### src/rtl/msi_cpu_request_frontend_pkg.sv
`default_nettype none
// ---------------------------------------------------------------------------
// Module   : msi_pkg
// Purpose  : MSI state / bus message encodings and the front-end FSM type.
// Revision : 1.0 - initial release
// ---------------------------------------------------------------------------
package msi_pkg;

   localparam logic [1:0] MSI_I = 2'b00;
   localparam logic [1:0] MSI_S = 2'b01;
   localparam logic [1:0] MSI_M = 2'b10;

   localparam logic [1:0] BUS_NONE       = 2'b00;
   localparam logic [1:0] BUS_READ_MISS  = 2'b01;
   localparam logic [1:0] BUS_WRITE_MISS = 2'b10;
   localparam logic [1:0] BUS_INVALIDATE = 2'b11;

   typedef enum logic [2:0] {
      ST_IDLE     = 3'd0,
      ST_LOOKUP   = 3'd1,
      ST_APPLY    = 3'd2,
      ST_BUS_WAIT = 3'd3,
      ST_DONE     = 3'd4
   } main_state_t;

   // The unused code 2'b11 behaves exactly like Invalid.
   function automatic logic [1:0] msi_norm(input logic [1:0] st);
      return (st == 2'b11) ? MSI_I : st;
   endfunction

endpackage
`default_nettype wire

### src/rtl/msi_cpu_request_frontend_if.sv
`default_nettype none
// ---------------------------------------------------------------------------
// Module   : msi_cpu_request_frontend_if
// Purpose  : CPU, controller, bus and snoop signals of the request front end.
//            slave = front-end view, master = surrounding-system view.
// Revision : 1.0 - initial release
// ---------------------------------------------------------------------------
interface msi_cpu_request_frontend_if #(
   parameter int ADDR_W  = 8,
   parameter int INDEX_W = 2
);
   logic              req_valid;
   logic              req_ready;
   logic              req_write;
   logic [ADDR_W-1:0] req_addr;
   logic              req_done;
   logic              req_hit;

   logic [1:0]        fsm_state;
   logic              fsm_read_hit;
   logic              fsm_read_miss;
   logic              fsm_write_hit;
   logic              fsm_write_miss;
   logic [1:0]        fsm_state_out;
   logic [1:0]        fsm_bus_out;
   logic              fsm_write_back;

   logic              bus_valid;
   logic              bus_ready;
   logic [1:0]        bus_msg;
   logic [ADDR_W-1:0] bus_addr;
   logic              bus_wb;
   logic [ADDR_W-1:0] bus_wb_addr;

   logic               snoop_valid;
   logic [INDEX_W-1:0] snoop_index;
   logic [1:0]         snoop_state;

   modport slave (
      input  req_valid, req_write, req_addr,
      output req_ready, req_done, req_hit,
      output fsm_state, fsm_read_hit, fsm_read_miss, fsm_write_hit, fsm_write_miss,
      input  fsm_state_out, fsm_bus_out, fsm_write_back,
      output bus_valid, bus_msg, bus_addr, bus_wb, bus_wb_addr,
      input  bus_ready,
      input  snoop_valid, snoop_index, snoop_state
   );

   modport master (
      output req_valid, req_write, req_addr,
      input  req_ready, req_done, req_hit,
      input  fsm_state, fsm_read_hit, fsm_read_miss, fsm_write_hit, fsm_write_miss,
      output fsm_state_out, fsm_bus_out, fsm_write_back,
      input  bus_valid, bus_msg, bus_addr, bus_wb, bus_wb_addr,
      output bus_ready,
      output snoop_valid, snoop_index, snoop_state
   );
endinterface
`default_nettype wire

### src/rtl/msi_cpu_request_frontend_line_array.sv
`default_nettype none
// ---------------------------------------------------------------------------
// Module   : msi_line_array
// Purpose  : Tag + MSI state storage, one CPU write port, one snoop write
//            port (state only), asynchronous read port.
// Revision : 1.0 - initial release
// ---------------------------------------------------------------------------
module msi_line_array #(
   parameter int INDEX_W = 2,
   parameter int TAG_W   = 6
) (
   input  wire logic               clk,
   input  wire logic               rst,
   input  wire logic               i_cpu_we,
   input  wire logic [INDEX_W-1:0] i_cpu_idx,
   input  wire logic [TAG_W-1:0]   i_cpu_tag,
   input  wire logic [1:0]         i_cpu_state,
   input  wire logic               i_snp_we,
   input  wire logic [INDEX_W-1:0] i_snp_idx,
   input  wire logic [1:0]         i_snp_state,
   input  wire logic [INDEX_W-1:0] i_rd_idx,
   output logic      [TAG_W-1:0]   o_rd_tag,
   output logic      [1:0]         o_rd_state
);
   localparam int NUM_LINES = 2**INDEX_W;

   logic [TAG_W-1:0] r_tag   [NUM_LINES];
   logic [1:0]       r_state [NUM_LINES];

   // Line storage; snoop is written last so it wins any same-index collision.
   always_ff @(posedge clk) begin
      if (rst) begin
         for (int i = 0; i < NUM_LINES; i++) begin
            r_tag[i]   <= '0;
            r_state[i] <= 2'b00;
         end
      end else begin
         if (i_cpu_we) begin
            r_tag[i_cpu_idx]   <= i_cpu_tag;
            r_state[i_cpu_idx] <= i_cpu_state;
         end
         if (i_snp_we) begin
            r_state[i_snp_idx] <= i_snp_state;
         end
      end
   end

   assign o_rd_tag   = r_tag[i_rd_idx];
   assign o_rd_state = r_state[i_rd_idx];

endmodule
`default_nettype wire

### src/rtl/msi_cpu_request_frontend.sv
`default_nettype none
// ---------------------------------------------------------------------------
// Module   : msi_cpu_request_frontend
// Purpose  : Classifies CPU accesses against a direct-mapped tag/MSI array,
//            hands them to the MSI controller, commits its result and issues
//            the resulting bus transaction.
// Revision : 1.0 - initial release
// ---------------------------------------------------------------------------
module msi_cpu_request_frontend
   import msi_pkg::*;
#(
   parameter int ADDR_W  = 8,
   parameter int INDEX_W = 2,
   parameter int TAG_W   = ADDR_W - INDEX_W
) (
   input  wire logic                  clk,
   input  wire logic                  rst,
   msi_cpu_request_frontend_if.slave  bif
);
   main_state_t        r_state;
   main_state_t        w_next;
   logic [ADDR_W-1:0]  r_addr;
   logic               r_write;
   logic               r_hit;
   logic [1:0]         r_bus_msg;
   logic               r_bus_wb;
   logic [ADDR_W-1:0]  r_bus_wb_addr;

   logic [INDEX_W-1:0] w_idx;
   logic [TAG_W-1:0]   w_tag;
   logic [TAG_W-1:0]   w_line_tag;
   logic [1:0]         w_line_raw;
   logic [1:0]         w_line_state;
   logic               w_hit;
   logic               w_classify;
   logic               w_snoop_hit;
   logic               w_commit;
   logic [1:0]         w_sel;

   assign w_idx        = r_addr[INDEX_W-1:0];
   assign w_tag        = r_addr[ADDR_W-1:INDEX_W];
   assign w_line_state = msi_norm(w_line_raw);
   assign w_hit        = (w_line_state != MSI_I) && (w_line_tag == w_tag);
   assign w_classify   = (r_state == ST_LOOKUP) || (r_state == ST_APPLY);
   // A snoop touching the line being classified invalidates the lookup.
   assign w_snoop_hit  = bif.snoop_valid && (bif.snoop_index == w_idx) && w_classify;
   assign w_commit     = (r_state == ST_APPLY) && !w_snoop_hit;
   assign w_sel        = {r_write, w_hit};

   msi_line_array #(
      .INDEX_W (INDEX_W),
      .TAG_W   (TAG_W)
   ) u_lines (
      .clk         (clk),
      .rst         (rst),
      .i_cpu_we    (w_commit),
      .i_cpu_idx   (w_idx),
      .i_cpu_tag   (w_tag),
      .i_cpu_state (msi_norm(bif.fsm_state_out)),
      .i_snp_we    (bif.snoop_valid),
      .i_snp_idx   (bif.snoop_index),
      .i_snp_state (bif.snoop_state),
      .i_rd_idx    (w_idx),
      .o_rd_tag    (w_line_tag),
      .o_rd_state  (w_line_raw)
   );

   // Main FSM state register.
   always_ff @(posedge clk) begin
      if (rst) r_state <= ST_IDLE;
      else     r_state <= w_next;
   end

   // Next-state logic.
   always_comb begin
      w_next = r_state;
      case (r_state)
         ST_IDLE:     if (bif.req_valid) w_next = ST_LOOKUP;
         ST_LOOKUP:   w_next = w_snoop_hit ? ST_LOOKUP : ST_APPLY;
         ST_APPLY: begin
            if (w_snoop_hit)                       w_next = ST_LOOKUP;
            else if (bif.fsm_bus_out == BUS_NONE)  w_next = ST_DONE;
            else                                   w_next = ST_BUS_WAIT;
         end
         ST_BUS_WAIT: if (bif.bus_ready) w_next = ST_DONE;
         ST_DONE:     w_next = ST_IDLE;
         default:     w_next = ST_IDLE;
      endcase
   end

   // Request capture and commit-time capture of the bus transaction.
   always_ff @(posedge clk) begin
      if (rst) begin
         r_addr        <= '0;
         r_write       <= 1'b0;
         r_hit         <= 1'b0;
         r_bus_msg     <= BUS_NONE;
         r_bus_wb      <= 1'b0;
         r_bus_wb_addr <= '0;
      end else begin
         if ((r_state == ST_IDLE) && bif.req_valid) begin
            r_addr  <= bif.req_addr;
            r_write <= bif.req_write;
         end
         if (w_commit) begin
            r_hit         <= w_hit;
            r_bus_msg     <= bif.fsm_bus_out;
            r_bus_wb      <= bif.fsm_write_back;
            r_bus_wb_addr <= {w_line_tag, w_idx};
         end
      end
   end

   assign bif.req_ready      = (r_state == ST_IDLE);
   assign bif.req_done       = (r_state == ST_DONE);
   assign bif.req_hit        = (r_state == ST_DONE) && r_hit;
   assign bif.fsm_state      = w_classify ? w_line_state : MSI_I;
   assign bif.fsm_read_miss  = w_classify && (w_sel == 2'b00);
   assign bif.fsm_read_hit   = w_classify && (w_sel == 2'b01);
   assign bif.fsm_write_miss = w_classify && (w_sel == 2'b10);
   assign bif.fsm_write_hit  = w_classify && (w_sel == 2'b11);
   assign bif.bus_valid      = (r_state == ST_BUS_WAIT);
   assign bif.bus_msg        = r_bus_msg;
   assign bif.bus_addr       = r_addr;
   assign bif.bus_wb         = r_bus_wb;
   assign bif.bus_wb_addr    = r_bus_wb_addr;

endmodule
`default_nettype wire

### src/flat_wrapper.sv
// flat-port wrapper written by rule: the top's interface ports become plain ports
module msi_cpu_request_frontend_flat import msi_pkg::*;
#(
   parameter int ADDR_W  = 8,
   parameter int INDEX_W = 2,
   parameter int TAG_W   = ADDR_W - INDEX_W
)
  (clk, rst, bif_req_valid, bif_req_write, bif_req_addr, bif_req_ready, bif_req_done, bif_req_hit, bif_fsm_state, bif_fsm_read_hit, bif_fsm_read_miss, bif_fsm_write_hit, bif_fsm_write_miss, bif_fsm_state_out, bif_fsm_bus_out, bif_fsm_write_back, bif_bus_valid, bif_bus_msg, bif_bus_addr, bif_bus_wb, bif_bus_wb_addr, bif_bus_ready, bif_snoop_valid, bif_snoop_index, bif_snoop_state);
  msi_cpu_request_frontend_if #(.ADDR_W(ADDR_W), .INDEX_W(INDEX_W)) bif_i ();
  input  wire logic clk;
  input  wire logic rst;
  input wire logic [$bits(bif_i.req_valid)-1:0] bif_req_valid;
  input wire logic [$bits(bif_i.req_write)-1:0] bif_req_write;
  input wire logic [$bits(bif_i.req_addr)-1:0] bif_req_addr;
  output wire logic [$bits(bif_i.req_ready)-1:0] bif_req_ready;
  output wire logic [$bits(bif_i.req_done)-1:0] bif_req_done;
  output wire logic [$bits(bif_i.req_hit)-1:0] bif_req_hit;
  output wire logic [$bits(bif_i.fsm_state)-1:0] bif_fsm_state;
  output wire logic [$bits(bif_i.fsm_read_hit)-1:0] bif_fsm_read_hit;
  output wire logic [$bits(bif_i.fsm_read_miss)-1:0] bif_fsm_read_miss;
  output wire logic [$bits(bif_i.fsm_write_hit)-1:0] bif_fsm_write_hit;
  output wire logic [$bits(bif_i.fsm_write_miss)-1:0] bif_fsm_write_miss;
  input wire logic [$bits(bif_i.fsm_state_out)-1:0] bif_fsm_state_out;
  input wire logic [$bits(bif_i.fsm_bus_out)-1:0] bif_fsm_bus_out;
  input wire logic [$bits(bif_i.fsm_write_back)-1:0] bif_fsm_write_back;
  output wire logic [$bits(bif_i.bus_valid)-1:0] bif_bus_valid;
  output wire logic [$bits(bif_i.bus_msg)-1:0] bif_bus_msg;
  output wire logic [$bits(bif_i.bus_addr)-1:0] bif_bus_addr;
  output wire logic [$bits(bif_i.bus_wb)-1:0] bif_bus_wb;
  output wire logic [$bits(bif_i.bus_wb_addr)-1:0] bif_bus_wb_addr;
  input wire logic [$bits(bif_i.bus_ready)-1:0] bif_bus_ready;
  input wire logic [$bits(bif_i.snoop_valid)-1:0] bif_snoop_valid;
  input wire logic [$bits(bif_i.snoop_index)-1:0] bif_snoop_index;
  input wire logic [$bits(bif_i.snoop_state)-1:0] bif_snoop_state;
  assign bif_i.req_valid = bif_req_valid;
  assign bif_i.req_write = bif_req_write;
  assign bif_i.req_addr = bif_req_addr;
  assign bif_req_ready = bif_i.req_ready;
  assign bif_req_done = bif_i.req_done;
  assign bif_req_hit = bif_i.req_hit;
  assign bif_fsm_state = bif_i.fsm_state;
  assign bif_fsm_read_hit = bif_i.fsm_read_hit;
  assign bif_fsm_read_miss = bif_i.fsm_read_miss;
  assign bif_fsm_write_hit = bif_i.fsm_write_hit;
  assign bif_fsm_write_miss = bif_i.fsm_write_miss;
  assign bif_i.fsm_state_out = bif_fsm_state_out;
  assign bif_i.fsm_bus_out = bif_fsm_bus_out;
  assign bif_i.fsm_write_back = bif_fsm_write_back;
  assign bif_bus_valid = bif_i.bus_valid;
  assign bif_bus_msg = bif_i.bus_msg;
  assign bif_bus_addr = bif_i.bus_addr;
  assign bif_bus_wb = bif_i.bus_wb;
  assign bif_bus_wb_addr = bif_i.bus_wb_addr;
  assign bif_i.bus_ready = bif_bus_ready;
  assign bif_i.snoop_valid = bif_snoop_valid;
  assign bif_i.snoop_index = bif_snoop_index;
  assign bif_i.snoop_state = bif_snoop_state;
  msi_cpu_request_frontend #(.ADDR_W(ADDR_W), .INDEX_W(INDEX_W), .TAG_W(TAG_W)) u_core (.clk(clk), .rst(rst), .bif(bif_i));
endmodule
### config.mk
export PLATFORM = sky130hd
export DESIGN_NAME = msi_cpu_request_frontend_flat
export DESIGN_NICKNAME = d
export VERILOG_FILES = /design/src/rtl/msi_cpu_request_frontend_pkg.sv /design/src/rtl/msi_cpu_request_frontend_if.sv /design/src/rtl/msi_cpu_request_frontend_line_array.sv /design/src/rtl/msi_cpu_request_frontend.sv /design/src/flat_wrapper.sv
export SDC_FILE = /design/constraint.sdc
export NUM_CORES = 1
export LEC_CHECK = 0
export ABC_AREA = 1
export ABC_CLOCK_PERIOD_IN_PS = 2900
export CORE_MARGIN = 1.5
export CORE_UTILIZATION = 52
export DETAILED_ROUTE_END_ITERATION = 12
export GPL_ROUTABILITY_DRIVEN = 0
export PLACE_DENSITY_LB_ADDON = 0.08
export SLEW_MARGIN = 20
export SYNTH_ARGS = -nofsm -noshare
export SYNTH_HDL_FRONTEND = slang
export SYNTH_SLANG_ARGS = --single-unit
### constraint.sdc
create_clock -name clk -period 2.9 [get_ports clk]
set_input_delay 0.58 -clock clk [delete_from_list [all_inputs] [get_ports clk]]
set_output_delay 0.58 -clock clk [all_outputs]
set_load 0.02 [all_outputs]
==> run_results.csv, run 1 <==
group,metric,value,unit
routing,vias_per_cell,5.12,
placement,dp_hpwl,4470,µm
setup_path,crit_type,"flip-flop to output port",
global_routing,grt_pass1_vias,2182,
routing,met1_length,2710,µm
synth,ys_ff_latch,58,
synth,yosysTopAreaCell,"edfxtp_1",
timing,worst_pin_slew,0.539,ns
clock_tree,h-tree-depth,3,
final_layout,area_delta_synth_final,28.5,%
synth,seq_area_frac_synth,54.3,%
synth,synth_cell_type_count,26,
global_routing,grt_use_total,23.8,%
routing,wl,6230,µm
timing,max_freq,365,MHz
setup_path,r2r_slack,0.99,ns
routing,wl_per_cell,13.6,µm
setup_path,rr_worst_depth,8,
routing,top_layer,"met4",
power,sw_frac_of_total,30.0,%
routing,dr_wl_met2,3130,µm
power,p_per_area,624,nW/µm²
die,io-pin-count,52,
clock_tree,cts.clk_slew.worst_paths,0.06,ns
routing,drt_iter0_drc,127,
global_routing,grt_max_degree,29,
timing,rsz0062_at_grt,"no",
clock_tree,clockBufferDepth,2,
final_layout,diodes,0,
placement,portBuffers,51,
setup_path,worst-path-max-fanout,6,
setup_path,r2r-end,"u_core.u_lines.r_tag[2][0]$_SDFFCE_PN0P_",
final_layout,fill_cells,460,
setup_path,cp_common_cell,"nand2_1",
clock_tree,cts_num_sinks,58,
die,core-area,5070,µm²
clock_tree,cts_root_buf,"clkbuf_8",
setup_path,arrival,2.16,ns
setup_path,critical_path_buf_inv_count,4,
worst_hold_path,hold_class,"flip-flop to flip-flop",
final_layout,postLayoutCellArea,3500,µm²
global_routing,antenna_found_initial,0,
worst_hold_path,min_to,"u_core.r_write$_SDFFE_PP0P_",
setup_path,required,2.32,ns
power,comb_power_share,23.5,%
setup_path,slowest_delay,0.39,ns
routing,num_vias,2338,
final_layout,final_cells,457,
power,finalPower,2.19,mW
timing,finalCritPeriodShare,94.4,%
routing,drt-pass1-iter-count,4,
power,p_clk_share,32.0,%
final_layout,layout-drive-gt1-share,13.2,%
die,rows,26,
synth,syn_area,2730,µm²
run_status,outcome,"finished clean",
worst_hold_path,hold_path_depth,2,
setup_path,path_cells,"nand2_1 -> a32oi_2 -> inv_1 -> ha_1 -> inv_1 -> nand2_1 -> nor2_1 -> nand2_1 -> nor2_2 -> buf_4 -> nor2_1 -> clkbuf_2",
synth,syn-mean-instance-area,8.52,µm²
synth,synthCells,320,
global_routing,overflow,0,
die,start_util,53.7,%
timing,setup_viol,0,
placement,placedInstanceArea,3320,µm²
routing,wl_met3,244,µm
setup_path,cp_top_family,"simple AND/OR/NAND/NOR gates",
timing,relSlewSlack,64.0,%
clock_tree,cts_buffers,9,
clock_tree,post_cts_buffers,0,
die,die_height,75.4,µm
die,die_w,75.4,µm
timing,fin_setup_tns,0,ns
routing,ant_nets,0,
placement,dp_slack,-0.00392,ns
timing,fin_crit,2.74,ns
routing,drc,0,
synth,synth_warnings,0,
setup_path,cp_slowest_cell,"dfxtp_4",
die,die_area,5690,µm²
synth,synth_top_cell_area_share,35.2,%
timing,drv_slew,0,
final_layout,final_nets,407,
worst_hold_path,hp-start,"u_core.r_write$_SDFFE_PP0P_",
global_routing,grt_pass1_wl,9740,µm
synth,synth_area_leaders,"edfxtp_1 35%, dfxtp_1 19%, nand2_1 8.7%, nor2_1 7.3%, nand3_1 4.4%",
clock_tree,clk-insertion-delay-late,0.34,ns
power,pwr-share-seq,44.5,%
timing,skew,0.00726,ns
job,cap_viol_max_count,0,
final_layout,final_core_util,69.1,%
clock_tree,cts_tree,"done",
setup_path,worstSetupEndpointType,"output port",
power,switching_power,0.656,mW
power,intPower,1.53,mW
placement,dpl.cell_count,441,
synth,syn_nets,345,
timing,hold_slack,0.470,ns
timing,setup_ws,0.161,ns
timing,hold_violations,0,
power,peakVddDrop,0.343,mV
setup_path,rr_startpoint,"u_core.bif.bus_addr[0]$_SDFFE_PP0P_",
power,leakagePower,1.42,nW
setup_path,critPathLaunchType,"flip-flop",
==> area by class of cell <==
cell class	instances	area (µm²)	area share (%)
clock buffer	14	183	5.21
sequential	58	1490	42.4
inverter	36	140	4.00
clock inverter	2	10.0	0.286
timing repair buffer	59	551	15.7
tap	70	87.6	2.50
multi-input combinational	218	1050	29.9
==> worst reg2reg max path, cell delays in order, from the launching register on <==
cell,delay [ns]
dfxtp_1,0.48
inv_2,0.08
nor2_1,0.09
nor2_1,0.06
nand4_2,0.13
nand3_4,0.16
nor2_2,0.17
nand2_2,0.16
nand2_1,0.27
==> worst max path at each step <==
stage	cells past startpoint	start	to	slack (ns)
after detailed placement	12	flip-flop	bif_fsm_read_hit	-0.004
final	12	flip-flop	bif_fsm_write_miss	0.16
after CTS	12	flip-flop	bif_fsm_read_hit	0.008
after global placement	12	flip-flop	bif_fsm_read_hit	0.05
after global routing	13	flip-flop	bif_fsm_read_hit	0.01
after floorplan	14	flip-flop	bif_fsm_read_hit	0.41
==> cells in the final DEF (no fill, tap or decap), types with 3 or more instances in the layout <==
cell type / count
nand2_1: 63
nor2_1: 53
clkdlybuf4s50_1: 47
edfxtp_1: 32
inv_1: 30
dfxtp_1: 25
nand3_1: 24
o21ai_0: 24
a21oi_1: 23
clkbuf_8: 13
buf_4: 8
o22ai_1: 6
nand3_2: 6
inv_2: 5
nand2_2: 5
clkbuf_2: 4
nor3_1: 3
==> power groups by stage <==
stage | Combinational, mW | Sequential, mW | Clock (mW)
after floorplan | 0.287 | 1.02 | 0
after global placement | 0.504 | 0.987 | 0
after detailed placement | 0.512 | 0.990 | 0
after CTS | 0.520 | 0.973 | 0.716
after global routing | 0.569 | 0.982 | 0.745
final | 0.514 | 0.973 | 0.700
==> timing repair <==
| item | 4_1_cts | 5_1_grt |
|---|---|---|
| gates cloned | 0 | 0 |
| setup endpoints to repair | 4 | 4 |
| resized for setup | 9 | 6 |
| hold buffers | 0 | 0 |
| endpoints found under the hold margin | 0 | 0 |
==> kinds of logic after synthesis <==
family                   count (synthesis)  synth area share (%)
AND/OR/NAND/NOR                        160                  26.3
flip-flops                              58                  54.3
AO/OA/AOI/OAI                           56                  10.9
buffers and inverters                   44                  7.52
adder cells (fa/ha/maj)                  2                 0.917
==> state kept, by name, summed over array words and instances, names as in the netlist, named ones only <==
name and count:
u_core.r_hit 1, u_core.u_lines.r_state 8, u_core.bif.bus_wb 1, u_core.r_state 3, u_core.bif.bus_addr 8, u_core.bif.bus_wb_addr 8
u_core.r_write 1, u_core.bif.bus_msg 2, u_core.u_lines.r_tag 24
==> cell usage after synthesis <==
cell      number
nand3_2        6
dfxtp_1       26
buf_6          3
nor3_1         3
nor3b_1        1
o21ai_0       24
nand3_1       24
o22ai_1        6
o211ai_1       1
clkbuf_1       3
a21oi_1       23
nor2_1        53
edfxtp_1      32
or2_2          1
inv_1         30
inv_2          5
nand2_2        5
nand2_1       63
ha_1           2
buf_2          1
nand3_4        1
inv_6          1
nand4_2        1
a32oi_1        2
buf_8          1
nor2_2         2
==> layer usage <==
metal  global-route usage (%)  vias up
met4                     14.1        0
met5                        0        -
li1                         -     1194
met1                     29.1     1076
met3                     4.37       11
met2                     39.3       57
Note: power is estimated with default switching activity, not from simulation.
==> run 2: changes to the inputs <==
ABC_CLOCK_PERIOD_IN_PS = 3200   (was 2900)
CORE_UTILIZATION = 58   (was 52)
CTS_BUF_LIST = sky130_fd_sc_hd__clkbuf_4   (was default)
clock period = 3.2 ns   (was 2.9 ns; I/O delays follow)
==> run_results.csv, run 2 (synthesis gave the netlist of run 1 again) <==
group,metric,value,unit
run_status,outcome,"complete, but fails checks",
run_status,violations,"DRC",
timing,fin_crit,3.02,ns
clock_tree,cts_tree,"done",
clock_tree,h-tree-depth,3,
setup_path,required,2.56,ns
die,die_area,5120,µm²
job,cap_viol_max_count,0,
routing,dr_wl_met2,3130,µm
global_routing,grt_max_degree,29,
setup_path,rr_startpoint,"u_core.bif.bus_addr[0]$_SDFFE_PP0P_",
die,io-pin-count,52,
die,rows,24,
placement,portBuffers,51,
final_layout,diodes,0,
clock_tree,cts_num_sinks,58,
routing,drt-pass1-iter-count,8,
placement,dp_hpwl,4380,µm
timing,setup_viol,0,
routing,drt_iter0_drc,268,
die,core-area,4440,µm²
routing,ant_nets,0,
routing,wl,6170,µm
timing,hold_violations,0,
global_routing,grt_pass1_vias,2267,
clock_tree,cts_root_buf,"clkbuf_4",
final_layout,fill_cells,329,
final_layout,postLayoutCellArea,3420,µm²
final_layout,final_common_cell,"nand2_1",
timing,relSlewSlack,63.6,%
routing,top_layer,"met4",
setup_path,rr_worst_depth,8,
final_layout,layout_common_cells,"63 x nand2_1, 53 x nor2_1, 47 x clkdlybuf4s50_1",
power,peakVddDrop,0.408,mV
timing,worst_pin_slew,0.545,ns
clock_tree,clk-insertion-delay-late,0.40,ns
final_layout,layout-drive-gt1-share,11.5,%
clock_tree,clockBufferDepth,2,
timing,finalCritPeriodShare,94.3,%
global_routing,grt_pass1_wl,10200,µm
global_routing,antenna_found_initial,0,
routing,drc,2,
die,die_w,71.6,µm
setup_path,arrival,2.38,ns
final_layout,area_delta_synth_final,25.3,%
routing,wl_met3,415,µm
setup_path,critPathLaunchType,"flip-flop",
timing,max_freq,331,MHz
routing,wl_per_cell,14.2,µm
timing,drv_slew,0,
global_routing,overflow,0,
power,leakagePower,1.38,nW
setup_path,worstSetupEndpoint,"bif_fsm_read_miss",
die,die_height,71.6,µm
routing,met1_length,2480,µm
final_layout,final_nets,402,
setup_path,r2r-end,"u_core.u_lines.r_tag[3][4]$_DFFE_PP_",
setup_path,r2r_slack,1.20,ns
setup_path,worstSetupEndpointType,"output port",
setup_path,slowest_delay,0.34,ns
timing,skew,0.0104,ns
setup_path,worst-path-max-fanout,10,
final_layout,top_register,"u_core.u_lines.r_tag",
power,p_per_area,563,nW/µm²
routing,vias_per_cell,5.45,
clock_tree,cts_buffers,9,
worst_hold_path,hold_class,"flip-flop to flip-flop",
setup_path,crit_type,"flip-flop to output port",
timing,rsz0062_at_grt,"no",
global_routing,grt_use_total,26.5,%
clock_tree,post_cts_buffers,0,
setup_path,path_cells,"inv_2 -> a21oi_1 -> a32oi_2 -> inv_1 -> ha_1 -> inv_1 -> nand2_1 -> nor2_1 -> nand2_1 -> nor2_4 -> nor2_1 -> dlygate4sd2_1",
placement,placedInstanceArea,3260,µm²
setup_path,cp_slowest_cell,"dfxtp_1",
die,start_util,61.4,%
final_layout,largest_register_ffs,24,
clock_tree,cts.clk_slew.worst_paths,0.09,ns
timing,fin_setup_tns,0,ns
routing,num_vias,2367,
run 2: layer usage:
metal / track usage (%) / vias up
met4: 12.6 / 0
met3: 7.31 / 16
li1: - / 1184
met2: 43.5 / 91
met1: 32.6 / 1076
met5: 0 / -
run 2: area by class of cell:
cell class                      instances  area, µm²  area share [%]
Sequential cell                        58       1480            43.4
Multi-Input combinational cell        218       1050            30.8
Timing Repair Buffer                   54        520            15.2
Inverter                               36        140            4.10
Clock inverter                          6       81.3            2.38
Clock buffer                           10       75.1            2.20
Tap cell                               52       65.1            1.90
run 2: worst min-delay path by stage:
stage                                                   to  cells after the start  slack (ns)                              startpoint
floorplan                      u_core.r_write$_SDFFE_PP0P_                      2        0.44             u_core.r_write$_SDFFE_PP0P_
global route        u_core.bif.bus_wb_addr[1]$_SDFFE_PP0P_                      2        0.50  u_core.bif.bus_wb_addr[1]$_SDFFE_PP0P_
detailed placement             u_core.r_write$_SDFFE_PP0P_                      2        0.46             u_core.r_write$_SDFFE_PP0P_
global placement               u_core.r_write$_SDFFE_PP0P_                      2        0.46             u_core.r_write$_SDFFE_PP0P_
CTS                 u_core.bif.bus_wb_addr[1]$_SDFFE_PP0P_                      2        0.49  u_core.bif.bus_wb_addr[1]$_SDFFE_PP0P_
finish              u_core.bif.bus_wb_addr[1]$_SDFFE_PP0P_                      2        0.49  u_core.bif.bus_wb_addr[1]$_SDFFE_PP0P_
run 2: repair_timing:
action / 4_1_cts / 5_1_grt
gates resized for setup: 6 / 6
hold buffers: 0 / 0
endpoints found under the setup margin: 4 / 4
run 2: per-stage QoR:
stage                     total power [mW]  utilization, %  setup WS, ns  hold WS [ns]  cells
after CTS                             1.93            76.8       0.00315         0.490    434
after floorplan                       1.18               -         0.654         0.444    320
after detailed placement              1.35            73.4         0.128         0.462    418
after global placement                1.34            73.4         0.244         0.456    418
final                                 1.93            76.9         0.181         0.487    434
after global routing                  2.03            76.9        0.0124         0.497    434
run 2: critical path, delay by kind of cell, from the launching register on:
kind / cells / cell delay [ns]
compound gates: 2 / 0.27
fa+ha+maj: 1 / 0.29
buf+inv: 4 / 0.63
flops: 1 / 0.34
simple gates: 5 / 0.46
run 2: power by group:
part	internal (mW)	leakage [nW]	switching [mW]	total (mW)
clock	0.321	0.0838	0.266	0.587
sequential	0.843	0.545	0.0370	0.880
combinational	0.174	0.755	0.285	0.459
==> variant: new RTL, config.mk and constraints of run 1 <==
`INDEX_W` is set to 2 in 4 places; all go to 1.
--- a/src/rtl/msi_cpu_request_frontend_if.sv
+++ b/src/rtl/msi_cpu_request_frontend_if.sv
@@ -8,5 +8,5 @@
 interface msi_cpu_request_frontend_if #(
    parameter int ADDR_W  = 8,
-   parameter int INDEX_W = 2
+   parameter int INDEX_W = 1
 );
    logic              req_valid;
--- a/src/rtl/msi_cpu_request_frontend_line_array.sv
+++ b/src/rtl/msi_cpu_request_frontend_line_array.sv
@@ -7,5 +7,5 @@
 // ---------------------------------------------------------------------------
 module msi_line_array #(
-   parameter int INDEX_W = 2,
+   parameter int INDEX_W = 1,
    parameter int TAG_W   = 6
 ) (
--- a/src/rtl/msi_cpu_request_frontend.sv
+++ b/src/rtl/msi_cpu_request_frontend.sv
@@ -11,5 +11,5 @@
 #(
    parameter int ADDR_W  = 8,
-   parameter int INDEX_W = 2,
+   parameter int INDEX_W = 1,
    parameter int TAG_W   = ADDR_W - INDEX_W
 ) (
--- a/src/flat_wrapper.sv
+++ b/src/flat_wrapper.sv
@@ -3,5 +3,5 @@
 #(
    parameter int ADDR_W  = 8,
-   parameter int INDEX_W = 2,
+   parameter int INDEX_W = 1,
    parameter int TAG_W   = ADDR_W - INDEX_W
 )
Interface: changed (resized bif_snoop_index); port bits go from 52 to 51. The function was not compared with the original's and may differ.
==> variant against run 1 <==
Setup slack improved by 0.0071 ns; first-iteration DRC count decreased by 28%; synthesized area shrank 26%; critical endpoint is now bif_fsm_write_hit; final area fell by 24%; final cell count down 23%; largest cell class unchanged; via count decreased by 25%; maximum frequency grew 0.26%; sequential cell count down 15; synthesized cell count down 22%; power decreased by 27%; wire length shrank 30%.
==> variant: results (changes against run 1) <==
[status]
status=finished, final reports clean  ; unchanged

[yosys]
synth_edf_count=18  ; was 32
ys_seq_area_share_pct=51.4  ; was 54.3%
ys_top_cells_by_area=edfxtp_1, dfxtp_1, nand2_1  ; unchanged
synth-compound-area-share_pct=11.7  ; was 10.9%
synth-seq-cells=43  ; was 58

[drt]
via_count=1763  ; was 2338
wl_met3_um=236  ; was 244 um
wire_per_inst_um=12.4  ; was 13.6 um
drtIter0Drc=92  ; was 127

[cts]
numCtsBuffers=5  ; was 9
clkLatencyLatePin_ns=0.29  ; was 0.34 ns
cts_max_level=2  ; was 3

[layout]
multi_input_area_share_pct=30.4  ; was 29.9%
final.clkbuf_count=7  ; was 14
drive_above_1_share_pct=11.1  ; was 13.2%
largest_register_ffs=14  ; was 24
buffer_area_share_pct=20.2  ; was 15.7%
seq-cell-share_pct=39.3  ; was 42.4%
multi_input_area_um2=806  ; was 1050 um2

[worst_setup_path]
rrSetupSlack_ns=1.17  ; was 0.99 ns
r2r_cells=6  ; was 8

[sta]
whs_ns=0.471  ; was 0.470 ns

[global_route]
grt_usage_pct=22.4  ; was 23.8%
grt_pass1_vias=1584  ; was 2182

[placement]
dpl.cell_count=346  ; was 441

[pwr]
max-vdd-ir-drop_mv=0.365  ; was 0.343 mV
internal_power_mw=1.06  ; was 1.53 mW
seq-power_mw=0.731  ; was 0.973 mW

[floorplan]
taps=48  ; was 70

[variant: changes by cell type after synthesis, sizes merged, moves of 4 or more]
| cell | delta |
|---|---|
| nor2 | -19 |
| edfxtp | -14 |
| nand2 | -14 |
| a21oi | -11 |
| nand3 | -8 |
| a31oi | +5 |
| inv | -5 |
| o21ai | -4 |
[variant: worst max-delay path, stage by stage (launching register included)]
cell	delay [ns]
dfxtp_1	0.34
clkinv_1	0.09
or2_2	0.29
o21ai_2	0.07
inv_1	0.06
ha_1	0.26
inv_1	0.05
nand2_1	0.04
inv_1	0.05
nand2_1	0.04
nor2_1	0.07
nand2_1	0.10
nor2_1	0.11
clkdlybuf4s15_1	0.30
[variant: layer usage]
metal | GRT usage [%] | vias up
met3 | 5.65 | 6
met1 | 27.7 | 782
met5 | 0 | -
li1 | - | 922
met4 | 8.59 | 0
met2 | 37.8 | 53
